**config.mk**
```make
export PLATFORM = sky130hd
export DESIGN_NAME = ex_unit_flat
export DESIGN_NICKNAME = d
export VERILOG_FILES = /design/src/rtl/ex_unit_pkg.sv /design/src/rtl/ex_unit_if.sv /design/src/rtl/ex_unit_div.sv /design/src/rtl/ex_unit.sv /design/src/flat_wrapper.sv
export SDC_FILE = /design/constraint.sdc
export NUM_CORES = 2
export LEC_CHECK = 0
export ABC_CLOCK_PERIOD_IN_PS = 11900
export BUFFER_PORTS_ARGS = -buffer_cell sky130_fd_sc_hd__buf_2
export CORE_AREA = 8 8 362 364
export CTS_CLUSTER_SIZE = 20
export DETAILED_ROUTE_END_ITERATION = 6
export DIE_AREA = 0 0 370 372
export PLACE_DENSITY = 0.75
export SYNTH_ARGS = -nofsm -noshare
export SYNTH_HDL_FRONTEND = slang
export SYNTH_SLANG_ARGS = --single-unit
```
**constraint.sdc**
```tcl
create_clock -name clk -period 11.9 [get_ports clk]
set_input_delay 1.785 -clock clk [delete_from_list [all_inputs] [get_ports clk]]
set_output_delay 1.785 -clock clk [all_outputs]
set_load 0.01 [all_outputs]
```
**src/rtl/ex_unit_pkg.sv**
```systemverilog
// Shared definitions for the execute stage: operation encodings, reset level,
// zero word and the divider state type.
package ex_defs;
  localparam logic       RSTENABLE = 1'b1;
  localparam int         MAX_W     = 64;
  localparam logic [MAX_W-1:0] ZEROWORD = '0;

  localparam logic [7:0] OP_NOP   = 8'h00;
  localparam logic [7:0] OP_AND   = 8'h24;
  localparam logic [7:0] OP_OR    = 8'h25;
  localparam logic [7:0] OP_XOR   = 8'h26;
  localparam logic [7:0] OP_NOR   = 8'h27;
  localparam logic [7:0] OP_SLL   = 8'h7C;
  localparam logic [7:0] OP_SRL   = 8'h02;
  localparam logic [7:0] OP_SRA   = 8'h03;
  localparam logic [7:0] OP_ADDU  = 8'h21;
  localparam logic [7:0] OP_SUBU  = 8'h23;
  localparam logic [7:0] OP_SLT   = 8'h2A;
  localparam logic [7:0] OP_SLTU  = 8'h2B;
  localparam logic [7:0] OP_MULT  = 8'h18;
  localparam logic [7:0] OP_MULTU = 8'h19;
  localparam logic [7:0] OP_DIV   = 8'h1A;
  localparam logic [7:0] OP_DIVU  = 8'h1B;
  localparam logic [7:0] OP_MFHI  = 8'h10;
  localparam logic [7:0] OP_MTHI  = 8'h11;
  localparam logic [7:0] OP_MFLO  = 8'h12;
  localparam logic [7:0] OP_MTLO  = 8'h13;

  // HI/LO-only ops (MULT, DIV, MTHI, MTLO) travel with SEL_NOP.
  localparam logic [2:0] SEL_NOP   = 3'b000;
  localparam logic [2:0] SEL_LOGIC = 3'b001;
  localparam logic [2:0] SEL_SHIFT = 3'b010;
  localparam logic [2:0] SEL_MOVE  = 3'b011;
  localparam logic [2:0] SEL_ARITH = 3'b100;

  typedef enum logic [1:0] {DIV_IDLE, DIV_BUSY, DIV_DONE} div_state_e;
endpackage

```
**src/rtl/ex_unit_if.sv**
```systemverilog
// ID/EX-side inputs and EX/MEM-side outputs of the execute stage.
interface ex_unit_if #(parameter int DATA_W = 32, parameter int REGADDR_W = 5);
  logic [7:0]           aluop_i;
  logic [2:0]           alusel_i;
  logic [DATA_W-1:0]    reg1_i;
  logic [DATA_W-1:0]    reg2_i;
  logic [REGADDR_W-1:0] wd_i;
  logic                 wreg_i;
  logic [DATA_W-1:0]    hi_i;
  logic [DATA_W-1:0]    lo_i;
  logic [REGADDR_W-1:0] wd_o;
  logic                 wreg_o;
  logic [DATA_W-1:0]    wdata_o;
  logic                 whilo_o;
  logic [DATA_W-1:0]    hi_o;
  logic [DATA_W-1:0]    lo_o;
  logic                 stallreq_o;

  modport master (
    output aluop_i, alusel_i, reg1_i, reg2_i, wd_i, wreg_i, hi_i, lo_i,
    input  wd_o, wreg_o, wdata_o, whilo_o, hi_o, lo_o, stallreq_o
  );
  modport slave (
    input  aluop_i, alusel_i, reg1_i, reg2_i, wd_i, wreg_i, hi_i, lo_i,
    output wd_o, wreg_o, wdata_o, whilo_o, hi_o, lo_o, stallreq_o
  );
endinterface

```
**src/rtl/ex_unit_div.sv**
```systemverilog
// Iterative restoring divider: one quotient bit per cycle on operand magnitudes,
// sign fixup applied to the latched result.
module div_iter
  import ex_defs::*;
#(
  parameter int DATA_W = 32
) (
  input  logic              clk,
  input  logic              rst,
  input  logic              start,
  input  logic              signed_op,
  input  logic [DATA_W-1:0] op_a,
  input  logic [DATA_W-1:0] op_b,
  output logic              busy,
  output logic              done,
  output logic [DATA_W-1:0] quotient,
  output logic [DATA_W-1:0] remainder
);
  localparam int CNT_W = $clog2(DATA_W);

  div_state_e        r_state, w_next;
  logic [CNT_W-1:0]  r_cnt;
  logic [DATA_W-1:0] r_quo, r_rem, r_dvs;
  logic              r_neg_q, r_neg_r;
  logic [DATA_W-1:0] w_abs_a, w_abs_b;
  logic [DATA_W:0]   w_trial, w_diff;

  assign w_abs_a = (signed_op && op_a[DATA_W-1]) ? -op_a : op_a;
  assign w_abs_b = (signed_op && op_b[DATA_W-1]) ? -op_b : op_b;

  // r_quo doubles as the dividend shift register; its MSB feeds the trial subtract.
  assign w_trial = {r_rem, r_quo[DATA_W-1]};
  assign w_diff  = w_trial - {1'b0, r_dvs};

  always_ff @(posedge clk) begin
    if (rst == RSTENABLE) r_state <= DIV_IDLE;
    else                  r_state <= w_next;
  end

  always_comb begin
    w_next = r_state;
    busy   = 1'b0;
    done   = 1'b0;
    case (r_state)
      DIV_IDLE: if (start) begin
        busy   = 1'b1;
        w_next = (op_b == '0) ? DIV_DONE : DIV_BUSY;
      end
      DIV_BUSY: begin
        busy = 1'b1;
        if (r_cnt == CNT_W'(DATA_W-1)) w_next = DIV_DONE;
      end
      DIV_DONE: begin
        done   = 1'b1;
        w_next = DIV_IDLE;
      end
      default: w_next = DIV_IDLE;
    endcase
  end

  always_ff @(posedge clk) begin
    if (rst == RSTENABLE) begin
      r_cnt   <= '0;
      r_quo   <= '0;
      r_rem   <= '0;
      r_dvs   <= '0;
      r_neg_q <= 1'b0;
      r_neg_r <= 1'b0;
    end else begin
      case (r_state)
        DIV_IDLE: if (start) begin
          r_cnt <= '0;
          r_rem <= '0;
          if (op_b == '0) begin
            r_quo   <= '0;
            r_dvs   <= '0;
            r_neg_q <= 1'b0;
            r_neg_r <= 1'b0;
          end else begin
            r_quo   <= w_abs_a;
            r_dvs   <= w_abs_b;
            r_neg_q <= signed_op & (op_a[DATA_W-1] ^ op_b[DATA_W-1]);
            r_neg_r <= signed_op & op_a[DATA_W-1];
          end
        end
        DIV_BUSY: begin
          r_cnt <= r_cnt + CNT_W'(1);
          if (!w_diff[DATA_W]) begin
            r_rem <= w_diff[DATA_W-1:0];
            r_quo <= {r_quo[DATA_W-2:0], 1'b1};
          end else begin
            r_rem <= w_trial[DATA_W-1:0];
            r_quo <= {r_quo[DATA_W-2:0], 1'b0};
          end
        end
        default: ;
      endcase
    end
  end

  assign quotient  = r_neg_q ? -r_quo : r_quo;
  assign remainder = r_neg_r ? -r_rem : r_rem;
endmodule

```
**src/rtl/ex_unit.sv**
```systemverilog
// Execute stage: single-cycle logic/shift/arith/compare/multiply/HI-LO moves,
// plus an optional multi-cycle divider that stalls the pipeline.
module ex_unit
  import ex_defs::*;
#(
  parameter int DATA_W    = 32,
  parameter int REGADDR_W = 5,
  parameter int DIV_EN    = 1
) (
  input logic clk,
  input logic rst,
  ex_unit_if.slave ex_bus
);
  localparam int SH_W = $clog2(DATA_W);

  logic [SH_W-1:0]     w_shamt;
  logic [DATA_W-1:0]   w_logic, w_shift, w_arith, w_move, w_wdata, w_hi, w_lo;
  logic [2*DATA_W-1:0] w_ma, w_mb, w_prod;
  logic                w_whilo, w_mul_op, w_div_op, w_div_start;
  logic                w_div_busy, w_div_done;
  logic [DATA_W-1:0]   w_quo, w_rem;

  assign w_shamt  = ex_bus.reg1_i[SH_W-1:0];
  assign w_mul_op = (ex_bus.aluop_i == OP_MULT) || (ex_bus.aluop_i == OP_MULTU);
  assign w_div_op = (ex_bus.aluop_i == OP_DIV)  || (ex_bus.aluop_i == OP_DIVU);
  assign w_div_start = w_div_op && (ex_bus.alusel_i == SEL_NOP);

  always_comb begin
    w_logic = '0;
    w_shift = '0;
    w_arith = '0;
    w_move  = '0;
    case (ex_bus.aluop_i)
      OP_OR:   w_logic = ex_bus.reg1_i | ex_bus.reg2_i;
      OP_AND:  w_logic = ex_bus.reg1_i & ex_bus.reg2_i;
      OP_XOR:  w_logic = ex_bus.reg1_i ^ ex_bus.reg2_i;
      OP_NOR:  w_logic = ~(ex_bus.reg1_i | ex_bus.reg2_i);
      OP_SLL:  w_shift = ex_bus.reg2_i << w_shamt;
      OP_SRL:  w_shift = ex_bus.reg2_i >> w_shamt;
      OP_SRA:  w_shift = $unsigned($signed(ex_bus.reg2_i) >>> w_shamt);
      OP_ADDU: w_arith = ex_bus.reg1_i + ex_bus.reg2_i;
      OP_SUBU: w_arith = ex_bus.reg1_i - ex_bus.reg2_i;
      OP_SLT:  w_arith = {{(DATA_W-1){1'b0}}, ($signed(ex_bus.reg1_i) < $signed(ex_bus.reg2_i))};
      OP_SLTU: w_arith = {{(DATA_W-1){1'b0}}, (ex_bus.reg1_i < ex_bus.reg2_i)};
      OP_MFHI: w_move  = ex_bus.hi_i;
      OP_MFLO: w_move  = ex_bus.lo_i;
      default: ;
    endcase
  end

  always_comb begin
    case (ex_bus.alusel_i)
      SEL_LOGIC: w_wdata = w_logic;
      SEL_SHIFT: w_wdata = w_shift;
      SEL_ARITH: w_wdata = w_arith;
      SEL_MOVE:  w_wdata = w_move;
      default:   w_wdata = '0;
    endcase
  end

  // Extend to 2*DATA_W so one unsigned multiplier serves both MULT and MULTU.
  assign w_ma   = {{DATA_W{(ex_bus.aluop_i == OP_MULT) & ex_bus.reg1_i[DATA_W-1]}}, ex_bus.reg1_i};
  assign w_mb   = {{DATA_W{(ex_bus.aluop_i == OP_MULT) & ex_bus.reg2_i[DATA_W-1]}}, ex_bus.reg2_i};
  assign w_prod = w_ma * w_mb;

  always_comb begin
    w_whilo = 1'b0;
    w_hi    = '0;
    w_lo    = '0;
    if (ex_bus.alusel_i == SEL_NOP) begin
      case (ex_bus.aluop_i)
        OP_MULT, OP_MULTU: begin
          w_whilo      = 1'b1;
          {w_hi, w_lo} = w_prod;
        end
        OP_MTHI: begin
          w_whilo = 1'b1;
          w_hi    = ex_bus.reg1_i;
          w_lo    = ex_bus.lo_i;
        end
        OP_MTLO: begin
          w_whilo = 1'b1;
          w_hi    = ex_bus.hi_i;
          w_lo    = ex_bus.reg1_i;
        end
        OP_DIV, OP_DIVU: if (w_div_done) begin
          w_whilo = 1'b1;
          w_hi    = w_rem;
          w_lo    = w_quo;
        end
        default: ;
      endcase
    end
  end

  generate
    if (DIV_EN != 0) begin : g_div
      div_iter #(.DATA_W(DATA_W)) u_div (
        .clk       (clk),
        .rst       (rst),
        .start     (w_div_start),
        .signed_op (ex_bus.aluop_i == OP_DIV),
        .op_a      (ex_bus.reg1_i),
        .op_b      (ex_bus.reg2_i),
        .busy      (w_div_busy),
        .done      (w_div_done),
        .quotient  (w_quo),
        .remainder (w_rem)
      );
    end else begin : g_nodiv
      assign w_div_busy = 1'b0;
      assign w_div_done = 1'b0;
      assign w_quo      = '0;
      assign w_rem      = '0;
    end
  endgenerate

  assign ex_bus.wd_o       = (rst == RSTENABLE) ? '0 : ex_bus.wd_i;
  assign ex_bus.wreg_o     = (rst == RSTENABLE) ? 1'b0 : (ex_bus.wreg_i & ~(w_mul_op | w_div_op));
  assign ex_bus.wdata_o    = (rst == RSTENABLE) ? ZEROWORD[DATA_W-1:0] : w_wdata;
  assign ex_bus.whilo_o    = (rst == RSTENABLE) ? 1'b0 : w_whilo;
  assign ex_bus.hi_o       = (rst == RSTENABLE) ? ZEROWORD[DATA_W-1:0] : w_hi;
  assign ex_bus.lo_o       = (rst == RSTENABLE) ? ZEROWORD[DATA_W-1:0] : w_lo;
  assign ex_bus.stallreq_o = (rst == RSTENABLE) ? 1'b0 : w_div_busy;
endmodule

```
**src/flat_wrapper.sv**
```systemverilog
// flat-port wrapper written by rule: the top's interface ports become plain ports
module ex_unit_flat import ex_defs::*;
#(
  parameter int DATA_W    = 32,
  parameter int REGADDR_W = 5,
  parameter int DIV_EN    = 1
)
  (clk, rst, ex_bus_aluop_i, ex_bus_alusel_i, ex_bus_reg1_i, ex_bus_reg2_i, ex_bus_wd_i, ex_bus_wreg_i, ex_bus_hi_i, ex_bus_lo_i, ex_bus_wd_o, ex_bus_wreg_o, ex_bus_wdata_o, ex_bus_whilo_o, ex_bus_hi_o, ex_bus_lo_o, ex_bus_stallreq_o);
  ex_unit_if #(.DATA_W(DATA_W), .REGADDR_W(REGADDR_W)) ex_bus_i ();
  input logic clk;
  input logic rst;
  input wire logic [$bits(ex_bus_i.aluop_i)-1:0] ex_bus_aluop_i;
  input wire logic [$bits(ex_bus_i.alusel_i)-1:0] ex_bus_alusel_i;
  input wire logic [$bits(ex_bus_i.reg1_i)-1:0] ex_bus_reg1_i;
  input wire logic [$bits(ex_bus_i.reg2_i)-1:0] ex_bus_reg2_i;
  input wire logic [$bits(ex_bus_i.wd_i)-1:0] ex_bus_wd_i;
  input wire logic [$bits(ex_bus_i.wreg_i)-1:0] ex_bus_wreg_i;
  input wire logic [$bits(ex_bus_i.hi_i)-1:0] ex_bus_hi_i;
  input wire logic [$bits(ex_bus_i.lo_i)-1:0] ex_bus_lo_i;
  output wire logic [$bits(ex_bus_i.wd_o)-1:0] ex_bus_wd_o;
  output wire logic [$bits(ex_bus_i.wreg_o)-1:0] ex_bus_wreg_o;
  output wire logic [$bits(ex_bus_i.wdata_o)-1:0] ex_bus_wdata_o;
  output wire logic [$bits(ex_bus_i.whilo_o)-1:0] ex_bus_whilo_o;
  output wire logic [$bits(ex_bus_i.hi_o)-1:0] ex_bus_hi_o;
  output wire logic [$bits(ex_bus_i.lo_o)-1:0] ex_bus_lo_o;
  output wire logic [$bits(ex_bus_i.stallreq_o)-1:0] ex_bus_stallreq_o;
  assign ex_bus_i.aluop_i = ex_bus_aluop_i;
  assign ex_bus_i.alusel_i = ex_bus_alusel_i;
  assign ex_bus_i.reg1_i = ex_bus_reg1_i;
  assign ex_bus_i.reg2_i = ex_bus_reg2_i;
  assign ex_bus_i.wd_i = ex_bus_wd_i;
  assign ex_bus_i.wreg_i = ex_bus_wreg_i;
  assign ex_bus_i.hi_i = ex_bus_hi_i;
  assign ex_bus_i.lo_i = ex_bus_lo_i;
  assign ex_bus_wd_o = ex_bus_i.wd_o;
  assign ex_bus_wreg_o = ex_bus_i.wreg_o;
  assign ex_bus_wdata_o = ex_bus_i.wdata_o;
  assign ex_bus_whilo_o = ex_bus_i.whilo_o;
  assign ex_bus_hi_o = ex_bus_i.hi_o;
  assign ex_bus_lo_o = ex_bus_i.lo_o;
  assign ex_bus_stallreq_o = ex_bus_i.stallreq_o;
  ex_unit #(.DATA_W(DATA_W), .REGADDR_W(REGADDR_W), .DIV_EN(DIV_EN)) u_core (.clk(clk), .rst(rst), .ex_bus(ex_bus_i));
endmodule
```
==> summary by stage <==
GRT
For this run, the total global-route usage over all layers was measured as 0.384. The via count of the first global-routing pass is ~57000. The wire length of the first global-routing pass is ~390000 um.

The pin count of the biggest net entering global routing is between 90 and 100. The initial antenna violation count was 22. The total overflow left after global routing is 0.

Routing
The number of vias in the routed layout is between 50000 and 60000. The post-detailed-route count of antenna-violating nets is 0. The detailed-route vias per instance is a little over 6. Summed over all layers, the routed wires come to between 200000 and 300000 um. The number of iterations in the first detailed-routing pass is 6.

In the routed design, unresolved DRC markers number 0. The initial DRC count is approximately 7000. After detailed routing, the average wire length per cell comes to between 20 and 30 um.

Synth
For this run, the leading register cell type out of synthesis is dfxtp_1. Dividing the synthesized area by the synthesized cell count gives about 8.0 um^2. The share of the Yosys chip area taken by registers is 0.0375. Counting flops with an async set or reset pin after synthesis yields a share of 0. The net count after synthesis is ~8600. In this run, distinct cell masters in the synthesized netlist total 77. The leading area contributor after synthesis is fa_1.

The synthesized design contains 105 register bits. The netlist area before placement is about 0.056 mm^2. The gate count after technology mapping is about 7000.

The share of the synthesized area in the top cell type is 0.403. The number of warning messages in the yosys log is 0. Ranked by total cell area, the synthesized netlist is headed by fa_1, inv_1, ha_1, nand2_1, nor2_1. The number of synthesized flops with an enable pin is 0.

Hold path
Counting instances, the worst hold path has a depth of 2. The type of the worst min-delay path is reg -> reg. In this run the most critical hold path is launched from u_core.g_div.u_div.r_neg_r. For hold timing, the worst endpoint is u_core.g_div.u_div.r_neg_r.

Die
The vertical extent of the die is roughly 370 um. The die covers 0.138 mm^2. The die boundary width is 370 um. The count of standard-cell rows is 130. Pin placement for this block handled approximately 250 I/O pins.

The initial standard-cell utilization of the core is 0.448. The floorplan step defined a core boundary enclosing between 0.1 and 0.15 mm^2.

Place
After legalization and detailed placement, the total HPWL measured between 200000 and 250000 um. The quantity of I/O buffers inserted on ports is 250. Timing analysis after detailed placement gives a worst setup slack of -1290 ps. The final RePlAce weighted congestion is between 1 and 1.5. The post-place instance area is about 0.064 mm^2.

Timing
The count of final setup violators is 12. The final max-slew violation count is 0. The total count of hold-check failures in the final report is 0. Setup repair after global routing could not meet its margin everywhere. At the pin with the least slew margin, the transition time is ~1300 ps.

The clock period minus final worst setup slack is around 12000 ps. The remaining max-slew budget at the tightest pin is 0.151. After layout, the worst setup slack is -197 ps. The final worst clock skew is roughly 20 ps. Dividing the final minimum period by the clock period gives 1.02. The timing-limited maximum frequency is roughly 83 MHz.

Worst setup path
The highest fanout seen on the critical path is 6. Across all register-to-register paths, the minimum setup slack is roughly 7500 ps. The capturing point of the worst reg2reg path is u_core.g_div.u_div.r_rem[11].

The critical path launch point is ex_bus_aluop_i[7]. For the worst setup path, the data arrival time is roughly 10000 ps. The cell with the largest stage delay on the worst path is fa_1.

The number of buffers and inverters on the critical path is 13. The launching element type of the critical path is an input pin. The critical path runs through a total of 36 cells. STA puts the critical path data required time at 10120 ps. The critical path is of the in -> out type.

The source of the worst register-to-register timing path is u_core.g_div.u_div.r_quo[31]. On the worst path, the slowest cell contributes a delay of around 600 ps. The number of cells on the worst reg-to-reg path is 15. The top cell family by delay on the critical path is adder cells.

STA classifies the critical path endpoint as an output pin.

Clock network
TritonCTS built the clock tree. The number of H-tree levels is 3. The clock-pin slew reported for the worst setup and hold paths after clock tree synthesis is 90 ps. Counting along the longest clock path gives a buffer depth of 2. In this run the clock root is driven by a clkbuf_16. Clock latency on the worst-skew pair, taken at its later pin, is approximately 380 ps. The count of clock tree sinks is 105. Clock tree synthesis inserted a total of 9 buffers.

Final layout
The layout overhead on the synthesized area is 16.9%. The number of nets in the finished design is just over 9000. With fillers left out, the area of the finished cells amounts to 0.0655 mm^2.

Of the cells placed in the final design, the portion with a size suffix greater than 1 is 0.168. At the end of the flow the core is filled with cells to 0.524.

Job
Max-cap violations in this run came to 0.

Status
The final reports fail on setup timing. The flow ran to the end, but the final reports show violations.
## cells in the final DEF (no fill, tap or decap), types with 34 or more instances in the layout
master / synthesis / routed
buf_6: 0 / 43
inv_2: 9 / 35
o21ai_0: 283 / 270
inv_1: 1292 / 1261
a31oi_1: 58 / 54
dfxtp_1: 105 / 105
nand3_1: 71 / 68
nor3_1: 46 / 39
mux4_2: 36 / 36
xnor2_1: 175 / 169
buf_12: 0 / 52
o22ai_1: 85 / 84
a211oi_1: 57 / 52
mux2i_1: 138 / 137
ha_1: 346 / 331
nand2_1: 988 / 976
o31ai_1: 36 / 34
a22oi_1: 54 / 54
nor2_1: 719 / 704
buf_4: 4 / 662
xor2_1: 67 / 60
a21o_1: 50 / 49
a21oi_1: 335 / 311
fa_1: 1128 / 1115
buf_2: 5 / 237
## cell type report
| cell class | instances | area (um^2) |
|---|---|---|
| Timing Repair Buffer | 1002 | 7760 |
| Clock buffer | 10 | 229 |
| Inverter | 1311 | 4940 |
| Sequential cell | 105 | 2100 |
| Clock inverter | 5 | 50.0 |
| Multi-Input combinational cell | 5137 | 48300 |
| Fill cell | 11749 | 59400 |
| Tap cell | 1650 | 2060 |
| Antenna cell | 12 | 30.0 |
## state kept, by name, indices dropped and copies added, names as in the netlist
name                        count
u_core.g_div.u_div.r_cnt        5
u_core.g_div.u_div.r_dvs       32
u_core.g_div.u_div.r_neg_q      1
u_core.g_div.u_div.r_neg_r      1
u_core.g_div.u_div.r_quo       32
u_core.g_div.u_div.r_rem       32
u_core.g_div.u_div.r_state      2
## Yosys cell counts (54+ instances only)
cell,count
dfxtp_1,105
a31oi_1,58
a211oi_1,57
nor2_1,719
ha_1,346
xnor2_1,175
o21ai_0,283
a22oi_1,54
xor2_1,67
clkbuf_1,336
buf_1,122
fa_1,1128
nand3_1,71
o22ai_1,85
mux2i_1,138
nand2_1,988
a21oi_1,335
inv_1,1292
## worst min-delay path: cells and delay by family (launching register included)
kind | cells | cell delay [ps]
AO/OA/AOI/OAI | 1 | 50
flip-flops | 1 | 320
AND/OR/NAND/NOR | 1 | 50
## through the flow
step | std cells | setup TNS (ps) | hold slack, ps
2_1_floorplan | 7020 | 0 | 432
3_3_place_gp | 9155 | -10720 | 439
3_5_place_dp | 9155 | -14080 | 444
4_1_cts | 9207 | -1850 | 455
5_1_grt | 9222 | -5000 | 476
6_report | 9232 | -1660 | 458
## kinds of logic after synthesis
family	share of synthesized area
and+or+nand+nor	0.153
buffers and inverters	0.120
adders and majority gates	0.480
AOI/OAI and AO/OA	0.132
xor gates and xnor gates	0.0378
muxes	0.0399
DFF	0.0375
## routing by layer
metal | share of wire | GRT usage | wire, um | up-vias
met5 | 0.00049 | 0 | 131 | -
met4 | 0.080 | 0.229 | 21700 | 18
met3 | 0.14 | 0.133 | 37900 | 1022
met2 | 0.42 | 0.576 | 112000 | 4144
met1 | 0.36 | 0.477 | 97500 | 27848
li1 | - | - | - | 23173
## worst max-delay path by stage
| stage | endpoint | slack (ps) |
|---|---|---|
| finish | ex_bus_hi_o[24] | -200 |
| detailed placement | ex_bus_hi_o[26] | -1290 |
| CTS | ex_bus_hi_o[24] | -290 |
| global placement | ex_bus_hi_o[26] | -1060 |
| global route | ex_bus_hi_o[29] | -420 |
| floorplan | ex_bus_hi_o[26] | 100 |
## what timing repair did
action                     CTS  global route
resized for setup          137           143
hold buffers                 0             0
hold endpoints to repair     0             0
buffers inserted            38            26
pin swaps                   57           105
setup endpoints to repair   26            28
Power is not shown: default switching activity piles up to over one toggle a cycle in this logic, so the estimate is an artifact.
